### config.mk
export PLATFORM = sky130hd
export DESIGN_NAME = enc_event_queue
export DESIGN_NICKNAME = d
export VERILOG_FILES = /design/src/rtl/enc_event_queue.sv
export SDC_FILE = /design/constraint.sdc
export NUM_CORES = 1
export LEC_CHECK = 0
export CAP_MARGIN = 20
export CORE_MARGIN = 4
export CORE_UTILIZATION = 63
export DETAILED_ROUTE_END_ITERATION = 10
export DONT_BUFFER_PORTS = 1
export HOLD_SLACK_MARGIN = 0.05
export PLACE_DENSITY_LB_ADDON = 0.2
export SLEW_MARGIN = 5
export SYNTH_ARGS = -nofsm -noshare
export SYNTH_HDL_FRONTEND = slang
export SYNTH_SLANG_ARGS = --single-unit
### constraint.sdc
create_clock -name clk -period 6.8 [get_ports clk]
set_input_delay 0.34 -clock clk [delete_from_list [all_inputs] [get_ports clk]]
set_output_delay 0.34 -clock clk [all_outputs]
set_load 0.05 [all_outputs]
### src/rtl/enc_event_queue.sv
// Synchronous FWFT FIFO buffering 2-bit priority-encoder codes behind a valid/ready port.
// Optional macro ENC_QUEUE_DEDUP_EN suppresses repeated pushes of a held code.
module enc_event_queue #(
  parameter  int unsigned DEPTH = 4,
  localparam int unsigned PTR_W = $clog2(DEPTH)
) (
  input  logic             clk,
  input  logic             rst,
  input  logic [1:0]       in_code,
  input  logic             in_valid,
  output logic [1:0]       out_code,
  output logic             out_valid,
  input  logic             out_ready,
  output logic [PTR_W:0]   count,
  output logic             full,
  output logic             empty,
  output logic             overflow
);

  localparam logic [PTR_W:0] FULL_CNT = (PTR_W + 1)'(DEPTH);

  logic [1:0]       mem [DEPTH];
  logic [PTR_W-1:0] wp;
  logic [PTR_W-1:0] rp;
  logic             push_req;
  logic             push;
  logic             pop;

`ifdef ENC_QUEUE_DEDUP_EN
  logic       prev_valid;
  logic [1:0] prev_code;

  // History tracks the raw input every cycle, even when the push itself is dropped.
  always_ff @(posedge clk) begin
    if (rst) begin
      prev_valid <= 1'b0;
      prev_code  <= '0;
    end else begin
      prev_valid <= in_valid;
      prev_code  <= in_code;
    end
  end

  assign push_req = in_valid && !(prev_valid && (in_code == prev_code));
`else
  assign push_req = in_valid;
`endif

  assign empty     = (count == '0);
  assign full      = (count == FULL_CNT);
  assign out_valid = !empty;
  assign out_code  = empty ? 2'b00 : mem[rp];

  assign pop  = out_valid && out_ready;
  assign push = push_req && (!full || pop);

  // Storage needs no reset: the head is masked whenever the queue is empty.
  always_ff @(posedge clk) begin
    if (!rst && push) begin
      mem[wp] <= in_code;
    end
  end

  always_ff @(posedge clk) begin
    if (rst) begin
      wp       <= '0;
      rp       <= '0;
      count    <= '0;
      overflow <= 1'b0;
    end else begin
      if (push) begin
        wp <= wp + PTR_W'(1);
      end
      if (pop) begin
        rp <= rp + PTR_W'(1);
      end
      if (push && !pop) begin
        count <= count + (PTR_W + 1)'(1);
      end else if (pop && !push) begin
        count <= count - (PTR_W + 1)'(1);
      end
      if (push_req && full && !pop) begin
        overflow <= 1'b1;
      end
    end
  end

endmodule
==> qor.csv <==
metric,value,unit
outcome,"complete, no violations",
TNS Setup,0,ps
DP HPWL,1085,microns
Synth warnings,0,
Syn-to-layout area delta,5.414,%
postcts setup bufs,0,
Final GP Congestion,0.6489,
main combinational cell family by area after synthesis,simple AND/OR/NAND/NOR gates,
WL/cell,16.11,microns
RSZ-0062 raised after global routing,no,
Compound-Gate Fraction of Synth Area,6.015,%
global route total overflow,0,
Final Net Count,82,
WP data required,7030,ps
critical path buffer and inverter count,2,
Fin. Hold Viols,0,
Post-synth EDFFs,8,
via count,474,
Tcrit/Tclk final,42.00,%
WHS,105.9,ps
syn nets,78,
Max-Cap Viols,0,
pwr dens,474.1,nW/um^2
top post-synthesis cells by area,"edfxtp_1 (29%), dfxtp_1 (24%), ha_1 (7.5%)",
endpoints failing setup,0,
Worst-Skew Late Latency,280,ps
DIE HEIGHT,44.34,microns
CP Launch Type,register,
# fillers,80,
Root Driver,clkbuf_4,
Final Util,74.89,%
Synth Area in Simple Gates,14.89,%
fin. max-slew vios,0,
1st-iter DRT viols,10,
Fmax,350.1,MHz
minimum clock period,2856,ps
Crit Path Max Fanout,6,
initial antenna violation count,0,
async set-reset flop share out of synthesis,0,%
vias in the first global route,512,
"FF+latch count, synth",18,
Fin Clk Skew,13.90,ps
Antenna Diode Count,0,
slowest CP cell,dfxtp_1,
crit path DAT,3080,ps
clock sink count,18,
layout cell share with drive strength beyond 1,15.94,%
Antenna Nets Post-Route,0,
Post-Synth XOR/XNOR Area,3.158,%
crit-path max cell delay,740,ps
first-pass GRT wire length,2290,microns
Slew HR,25.64,%
Synth area leader,edfxtp_1,
Mapped Area,832.0,sq um
die width,44.34,microns
path depth of the worst reg2reg path,9,
worst-margin pin slew,1109,ps
Top delay family on crit path,simple AND/OR/NAND/NOR gates,
Crit. Startpoint,count[2],
peak supply drop,0.3601,mV
worst r2r dst,count[2],
Reg2Reg Setup Slack,3940,ps
Synth Area in Adders,9.925,%
CTS resizes,0,
Total Wirelength,1337,microns
Main synth FF type,dfxtp_1,
Port-buffer cells,0,
Crit Path Category,register to register,
Row Count,12,
largest net degree at the start of global routing,16,
"CTS clk-pin slew, worst paths",110,ps
die area,1966,sq um
library cells used by synthesis,27,
GRT Total Usage,15.99,%
Hold Crit Class,primary input to register,
cell depth of the worst setup path,9,
clock tree buffer depth,2,
leakage power,0.3400,nW
via/cell ratio,5.711,
post-synthesis sequential area ratio,52.93,%
Setup crit end kind,register,
R2R Path Start,count[2],
CTS tree,built,
Pre-antenna DRT Iters,4,
Num CTS Buffers,3,
DRC Markers,0,
CP Cell Sequence,"nor3b_4, a21bo_4, inv_4, ha_1, inv_1, fa_1, xor2_1, or3_2, a21oi_1",
Total Power Consumption,0.4159,mW
crit path to,count[2],
cts hold-fix bufs,0,
# IOs,15,
starting density of the core,71.05,%
post-synthesis mux area share,9.624,%
top cell type's share of synthesized area,28.87,%
Post-Syn Instances,66,
Core Region,1171,sq um
htree depth,1,
synthesized area per cell,12.61,sq um
==> layer usage <==
layer / track usage (%) / share of wire [%] / routed length [microns] / vias up
met1: 17.40 / 40 / 531 / 219
li1: - / - / - / 238
met2: 28.78 / 52 / 695 / 11
met5: 0 / 0 / 0 / -
met4: 7.831 / 3.6 / 48 / 0
met3: 3.659 / 4.6 / 61 / 6
==> worst min-delay path by stage <==
stage                          start         to  slack (ps)  depth (start not counted)
after floorplan           in_code[0]  mem[0][0]         440                          0
after global placement           rst   count[2]         410                          1
after detailed placement         rst   count[2]         410                          1
after CTS                        rst   count[2]         110                          1
after global routing             rst      rp[0]         100                          1
final                            rst   count[2]         110                          1
==> cell type report <==
cell class	count	area [sq um]	share of cell area, %
tap	14	17.52	1.997
clock buffer	4	26.28	2.996
multi-input combinational	41	367.9	41.94
inverter	6	25.02	2.853
sequential	18	440.4	50.21
==> where the power goes <==
part	switching [mW]	internal [mW]	total [mW]
Clock	0.0303	0.0227	0.0530
Combinational	0.120	0.0531	0.173
Sequential	0.0569	0.133	0.190
Total	0.207	0.209	0.416
==> Yosys cell counts (all sizes together) (2+ instances only) <==
cell type / n
a21oi: 2
inv: 6
nor2: 7
o21ai: 2
xor2: 3
nor3b: 5
or3: 2
edfxtp: 8
nand2b: 2
ha: 5
dfxtp: 10
mux2i: 2
mux4: 2
==> layout by cell type, fill, tap and decap left out, types with 2 or more instances in the layout <==
cell type	instances
dfxtp_1	10
edfxtp_1	8
nor3b_1	4
clkbuf_4	3
mux4_2	2
ha_1	5
mux2i_1	2
nor2_1	7
nand2b_1	2
xor2_1	3
a21oi_1	2
inv_1	5
==> kinds of logic after synthesis <==
logic type,count (synthesis)
adder cells (fa/ha/maj),6
AO/OA/AOI/OAI,7
multiplexers,5
XOR/XNOR,3
AND/OR/NAND/NOR,20
flip-flops,18
buffers and inverters,7
==> stage by stage <==
stage / cell area [sq um] / worst slack [ps] / cells
2_1_floorplan: 832.0 / 3901 / 66
3_3_place_gp: 850.8 / 3998 / 79
3_5_place_dp: 850.8 / 3970 / 79
4_1_cts: 877.1 / 3942 / 83
5_1_grt: 877.1 / 3790 / 83
6_report: 877.1 / 3944 / 83
Power figures use the tool's default switching activity.
